<file path="config.mk">
export PLATFORM = sky130hd
export DESIGN_NAME = vram_scanout
export DESIGN_NICKNAME = d
export VERILOG_FILES = /design/src/rtl/vram_scanout.sv
export SDC_FILE = /design/constraint.sdc
export NUM_CORES = 1
export LEC_CHECK = 0
export BUFFER_PORTS_ARGS = -buffer_cell sky130_fd_sc_hd__buf_2
export CORE_UTILIZATION = 53
export DETAILED_ROUTE_END_ITERATION = 10
export HOLD_SLACK_MARGIN = 0.02
export PLACE_DENSITY = 0.76
export SYNTH_ARGS = -nofsm -noshare
export SYNTH_HDL_FRONTEND = slang
export SYNTH_SLANG_ARGS = --single-unit
</file>
<file path="constraint.sdc">
create_clock -name CLK -period 2.06 [get_ports CLK]
set_input_delay 0.515 -clock CLK [delete_from_list [all_inputs] [get_ports CLK]]
set_output_delay 0.515 -clock CLK [all_outputs]
set_load 0.02 [all_outputs]
</file>
<file path="src/rtl/vram_scanout.sv">
`timescale 1ns/1ps
// vram_scanout: reads VRAM in raster order and produces an upscaled VGA
// pixel stream (RGB + active-low syncs), plus vertical-blank indications
// for the drawing side. Three-stage pipeline on the ena tick:
//   stage 0 = counters, stage 1 = address/window/sync, stage 2 = pixel out.
module vram_scanout #(
  parameter int FB_WIDTH     = 160,
  parameter int FB_HEIGHT    = 120,
  parameter int SCALE        = 4,
  parameter int VRAM_A_WIDTH = 16,
  parameter int PIX_W        = 12,
  parameter int H_VIS        = 640,
  parameter int H_FP         = 16,
  parameter int H_SYNC       = 96,
  parameter int H_BP         = 48,
  parameter int V_VIS        = 480,
  parameter int V_FP         = 10,
  parameter int V_SYNC       = 2,
  parameter int V_BP         = 33
) (
  input  logic                    CLK,
  input  logic                    rst_n,
  input  logic                    ena,
  input  logic [PIX_W-1:0]        vram_data,
  output logic [VRAM_A_WIDTH-1:0] vram_addr,
  output logic                    hsync,
  output logic                    vsync,
  output logic [PIX_W-1:0]        rgb,
  output logic                    o_vblank,
  output logic                    o_frame_start
);

  localparam int H_TOTAL = H_VIS + H_FP + H_SYNC + H_BP;
  localparam int V_TOTAL = V_VIS + V_FP + V_SYNC + V_BP;
  localparam int XS_W    = (SCALE > 1) ? $clog2(SCALE) : 1;
  localparam int FBX_W   = $clog2(FB_WIDTH + 1);

  localparam logic [9:0] H_LAST_C   = 10'(H_TOTAL - 1);
  localparam logic [9:0] V_LAST_C   = 10'(V_TOTAL - 1);
  localparam logic [9:0] WIN_W_C    = 10'(FB_WIDTH * SCALE);
  localparam logic [9:0] WIN_H_C    = 10'(FB_HEIGHT * SCALE);
  localparam logic [9:0] HS_START_C = 10'(H_VIS + H_FP);
  localparam logic [9:0] HS_END_C   = 10'(H_VIS + H_FP + H_SYNC);
  localparam logic [9:0] VS_START_C = 10'(V_VIS + V_FP);
  localparam logic [9:0] VS_END_C   = 10'(V_VIS + V_FP + V_SYNC);
  localparam logic [9:0] V_VIS_C    = 10'(V_VIS);

  localparam logic [XS_W-1:0]         SUB_LAST_C = XS_W'(SCALE - 1);
  localparam logic [VRAM_A_WIDTH-1:0] ROW_STEP_C = VRAM_A_WIDTH'(FB_WIDTH);
  localparam logic [VRAM_A_WIDTH-1:0] ROW_LAST_C = VRAM_A_WIDTH'((FB_HEIGHT - 1) * FB_WIDTH);

  // Stage 0 state
  logic [9:0]              r_h_cnt;
  logic [9:0]              r_v_cnt;
  logic [XS_W-1:0]         r_x_sub;
  logic [XS_W-1:0]         r_y_sub;
  logic [FBX_W-1:0]        r_fb_x;
  logic [VRAM_A_WIDTH-1:0] r_row_base;
  logic                    r_vblank;
  logic                    r_frame_start;

  // Stage 1 state
  logic [VRAM_A_WIDTH-1:0] r_vram_addr;
  logic                    r_win1;
  logic                    r_hs1;
  logic                    r_vs1;

  // Stage 2 state
  logic [PIX_W-1:0]        r_rgb;
  logic                    r_hsync;
  logic                    r_vsync;

  // Combinational helpers derived from stage-0 values
  logic                    w_h_last;
  logic                    w_v_last;
  logic [9:0]              w_h_next;
  logic [9:0]              w_v_next;
  logic                    w_in_h;
  logic                    w_in_v;
  logic                    w_win;
  logic                    w_x_last;
  logic                    w_y_last;
  logic                    w_row_last;
  logic [VRAM_A_WIDTH-1:0] w_addr;
  logic                    w_hs_act;
  logic                    w_vs_act;
  logic                    w_enter_vblank;

  assign w_h_last   = (r_h_cnt == H_LAST_C);
  assign w_v_last   = (r_v_cnt == V_LAST_C);
  assign w_h_next   = w_h_last ? 10'd0 : r_h_cnt + 10'd1;
  assign w_v_next   = w_h_last ? (w_v_last ? 10'd0 : r_v_cnt + 10'd1) : r_v_cnt;
  assign w_in_h     = (r_h_cnt < WIN_W_C);
  assign w_in_v     = (r_v_cnt < WIN_H_C);
  assign w_win      = w_in_h && w_in_v;
  assign w_x_last   = (r_x_sub == SUB_LAST_C);
  assign w_y_last   = (r_y_sub == SUB_LAST_C);
  assign w_row_last = (r_row_base == ROW_LAST_C);
  // Incremental address: row base plus column, no multiplier on this path.
  assign w_addr     = r_row_base + VRAM_A_WIDTH'(r_fb_x);
  assign w_hs_act   = (r_h_cnt >= HS_START_C) && (r_h_cnt < HS_END_C);
  assign w_vs_act   = (r_v_cnt >= VS_START_C) && (r_v_cnt < VS_END_C);
  // Blanking begins on the tick that moves the line counter onto V_VIS.
  assign w_enter_vblank = (w_v_next == V_VIS_C) && (r_v_cnt != V_VIS_C);

  // Stage 0: raster counters and the upscaling sub-counters / row base.
  always_ff @(posedge CLK or negedge rst_n) begin
    if (!rst_n) begin
      r_h_cnt    <= '0;
      r_v_cnt    <= '0;
      r_x_sub    <= '0;
      r_y_sub    <= '0;
      r_fb_x     <= '0;
      r_row_base <= '0;
    end else if (ena) begin
      r_h_cnt <= w_h_next;
      r_v_cnt <= w_v_next;
      if (w_h_last) begin
        r_x_sub <= '0;
        r_fb_x  <= '0;
        if (w_v_last) begin
          r_y_sub    <= '0;
          r_row_base <= '0;
        end else if (w_in_v) begin
          if (w_y_last) begin
            r_y_sub    <= '0;
            // After the last framebuffer row, park at 0 rather than run past the image.
            r_row_base <= w_row_last ? '0 : r_row_base + ROW_STEP_C;
          end else begin
            r_y_sub <= r_y_sub + XS_W'(1);
          end
        end
      end else if (w_win) begin
        if (w_x_last) begin
          r_x_sub <= '0;
          r_fb_x  <= r_fb_x + FBX_W'(1);
        end else begin
          r_x_sub <= r_x_sub + XS_W'(1);
        end
      end
    end
  end

  // Vertical-blank flag tracks the stage-0 line counter; start pulse lasts one CLK.
  always_ff @(posedge CLK or negedge rst_n) begin
    if (!rst_n) begin
      r_vblank      <= 1'b0;
      r_frame_start <= 1'b0;
    end else begin
      r_frame_start <= ena && w_enter_vblank;
      if (ena) begin
        r_vblank <= (w_v_next >= V_VIS_C);
      end
    end
  end

  // Stage 1: VRAM address (held outside the window), window flag and raw syncs.
  always_ff @(posedge CLK or negedge rst_n) begin
    if (!rst_n) begin
      r_vram_addr <= '0;
      r_win1      <= 1'b0;
      r_hs1       <= 1'b1;
      r_vs1       <= 1'b1;
    end else if (ena) begin
      if (w_win) begin
        r_vram_addr <= w_addr;
      end
      r_win1 <= w_win;
      r_hs1  <= !w_hs_act;
      r_vs1  <= !w_vs_act;
    end
  end

  // Stage 2: pixel output aligned with the delayed syncs; black outside the window.
  always_ff @(posedge CLK or negedge rst_n) begin
    if (!rst_n) begin
      r_rgb   <= '0;
      r_hsync <= 1'b1;
      r_vsync <= 1'b1;
    end else if (ena) begin
      r_rgb   <= r_win1 ? vram_data : '0;
      r_hsync <= r_hs1;
      r_vsync <= r_vs1;
    end
  end

  assign vram_addr     = r_vram_addr;
  assign hsync         = r_hsync;
  assign vsync         = r_vsync;
  assign rgb           = r_rgb;
  assign o_vblank      = r_vblank;
  assign o_frame_start = r_frame_start;

endmodule
</file>
==> flow_metrics.py <==
metrics = {
    "run_status": {
        "run_status": "finished clean",
    },
    "route": {
        "routed_wl_um": 8450,
        "remaining_drc_errors": 0,
        "dr.pass1.iters": 4,
        "ant_nets": 0,
        "drt_iter0_markers": 169,
        "wl_met3_um": 346,
        "met2_length_um": 4030,
        "wl_per_cell_um": 14.5,
        "viasPerCell": 5.68,
        "routed.top_layer": "met4",
        "wirelength_met1_um": 3920,
        "vias": 3323,
    },
    "synthesis": {
        "synth_top_family_by_area": "simple AND/OR/NAND/NOR gates",
        "yosys_warnings": 0,
        "synth_fa_ha_area_share_pct": 3.43,
        "synth-xor-area-share_pct": 5.45,
        "post-synth-top-area-cell": "dfrtp_1",
        "synth.avg_cell_area_um2": 9.52,
        "synth.area.top_cells": "dfrtp_1, o21ai_0, nand3_1",
        "synth_common_cells": "dfrtp_1, o21ai_0, nand2_1",
        "synth_edf_count": 0,
        "synth_flop_cell": "dfrtp_1",
        "synth_compound_area_share_pct": 14.2,
        "netlist_instances": 422,
        "synth-simple-area-share_pct": 20.5,
        "syn_nets": 448,
        "synthArstFlopShare_pct": 100,
        "synth_top_area_share_pct": 46.1,
        "synth_cell_types": 54,
        "synth_mux_area_share_pct": 2.46,
        "ys_ff_latch": 78,
        "synth.most_common_cell": "dfrtp_1",
        "ys_seq_area_share_pct": 48.7,
        "synth.cell_area_um2": 4020,
    },
    "pwr": {
        "power_density_nw_per_um2": 745,
        "p_total_mw": 3.51,
        "power_leakage_nw": 2.16,
        "peakVddDrop_uv": 360,
    },
    "sta": {
        "tightest_slew_ns": 0.501,
        "worst_slack_ns": 0.0711,
        "max_freq_mhz": 503,
        "hold_viol": 0,
        "min_period_ns": 1.99,
        "slew_headroom_pct": 66.2,
        "rsz0062_at_grt": "no",
        "fin_setup_tns_ns": 0,
        "setup_viol": 0,
        "fin_skew_ns": 0.0106,
        "finalCritPeriodShare_pct": 96.6,
        "slew_viol_final": 0,
    },
    "run": {
        "cap_violations": 0,
    },
    "placed_design": {
        "place_area_um2": 4490,
        "dp.cells": 569,
        "portBuffers": 46,
        "pre_cts_slack_ns": 0.0272,
        "place.gp.congestion": 0.914,
        "hpwl_um": 5910,
    },
    "floorplan": {
        "die_w_um": 89.1,
        "dieArea_um2": 7930,
        "initial_core_util_pct": 55.1,
        "ios": 47,
        "coreArea_um2": 7290,
        "die-height_um": 89.1,
        "rows": 31,
    },
    "worst_setup_path": {
        "cp_slowest_stage_delay_ns": 0.52,
        "path_cells": "or3_4, or4_4, a311oi_2, a21oi_1, nor4_2",
        "crit_path_start": "r_v_cnt[7]",
        "crit_type": "reg -> reg",
        "end_kind": "flip-flop",
        "required_ns": 2.33,
        "slowest_stage": "or4_4",
        "critPathMaxFanout": 5,
        "cp_num_buf_inv": 0,
        "cp.arrival_ns": 2.26,
        "start_kind": "flip-flop",
        "crit_family": "simple AND/OR/NAND/NOR gates",
        "r2r_start": "r_v_cnt[7]",
    },
    "global_route": {
        "grt.overflow.total": 0,
        "grt_pass1_vias": 3122,
        "track_usage_pct": 23.1,
        "grt_max_degree": 44,
        "grt_antenna_before_repair": 0,
        "grt_pass1_wl_um": 13900,
    },
    "final_layout": {
        "area_growth_pct": 17.3,
        "fin_nets": 507,
        "antennaDiodeCount": 0,
        "finalInstanceArea_um2": 4710,
        "layout-drive-gt1-share_pct": 23.0,
        "finalNonFillerCells": 585,
        "fillers": 617,
    },
    "clock_network": {
        "cts.path.max_buffers": 2,
        "cts_tree": "yes",
        "clkSinkCount": 78,
        "numCtsBuffers": 9,
        "clock_latency_ns": 0.37,
        "post_cts_buffers": 0,
        "clkTransAtPathRegs_ns": 0.09,
        "root_buffer": "clkbuf_8",
        "cts_htree_levels": 3,
    },
    "min_path": {
        "hold_path.class": "in -> async",
    },
}
==> worst reg2reg max path, cell delays in order (launching register included) <==
cell and delay [ns]:
dfrtp_1 0.44, or3_4 0.35, or4_4 0.52, a311oi_2 0.28
a21oi_1 0.07, nor4_2 0.24
==> stage by stage <==
step | hold slack, ns | util (%)
global route | 0.133 | 64.6
detailed placement | 0.468 | 61.6
global placement | 0.461 | 61.6
finish | 0.0972 | 64.6
floorplan | 0.219 | -
CTS | 0.121 | 64.4
==> layout by cell type (no fill, tap or decap), types with 4 or more instances in the layout <==
cell and n:
nand3_1 35, nor2_1 20, o31ai_1 4, a21oi_1 9, a21o_1 5, clkbuf_8 9
xnor2_1 18, nand4_1 12, mux2_2 7, o21ai_0 57, nand2_1 36, dfstp_2 4
nor3_1 12, ha_1 11, buf_2 45, inv_1 27, dfrtp_1 74, xor2_1 7
buf_4 26, and3_1 7
==> cell families (layout without fill, tap and decap cells) <==
| family | Yosys count | in the layout |
|---|---|---|
| XOR/XNOR | 25 | 25 |
| adder cells (fa/ha/maj) | 11 | 11 |
| AO/OA/AOI/OAI | 96 | 96 |
| flip-flops | 78 | 78 |
| AND/OR/NAND/NOR | 151 | 151 |
| multiplexers | 9 | 9 |
| buffers and inverters | 52 | 116 |
==> where the power goes <==
group | switching (mW) | internal (mW) | total (mW)
clock | 0.622 | 0.574 | 1.20
combinational | 0.286 | 0.208 | 0.494
sequential | 0.137 | 1.68 | 1.82
total | 1.05 | 2.47 | 3.51
==> layer usage <==
layer,global-route usage [%],vias up
li1,-,1618
met1,29.5,1608
met2,37.8,84
met3,4.62,13
met4,11.5,0
met5,0,-
==> final timing paths <==
| path | cells past startpoint | endpoint | slack, ns |
|---|---|---|---|
| max in group asynchronous | 2 | r_vs1 | 1.33 |
| max | 5 | o_frame_start | 0.07 |
| min reg2reg | 2 | vram_addr[13] | 0.48 |
| max reg2reg | 5 | o_frame_start | 0.07 |
| min | 1 | rgb[1] | 0.1 |
| min in group CLK | 3 | rgb[4] | 0.39 |
==> flip-flops by register name (all words and copies together), names as in the netlist, 2 cells and up <==
name,cells
r_x_sub,2
r_fb_x,8
r_h_cnt,10
r_row_base,11
rgb,12
r_v_cnt,10
vram_addr,16
r_y_sub,2
==> area by class of cell <==
type	count	area (um2)	share of cell area, %
flip-flops and latches	78	1960	41.5
well taps	99	124	2.63
clock buffers	9	124	2.63
repair buffers	73	460	9.77
multi-input cells	292	1870	39.6
clock inverters	7	80.1	1.70
inverters	27	101	2.15
==> timing repair <==
| action | in CTS | in global routing |
|---|---|---|
| gates resized for setup | 0 | 3 |
| setup endpoints to repair | 0 | 11 |
| hold buffers | 0 | 0 |
Power figures use the tool's default switching activity.
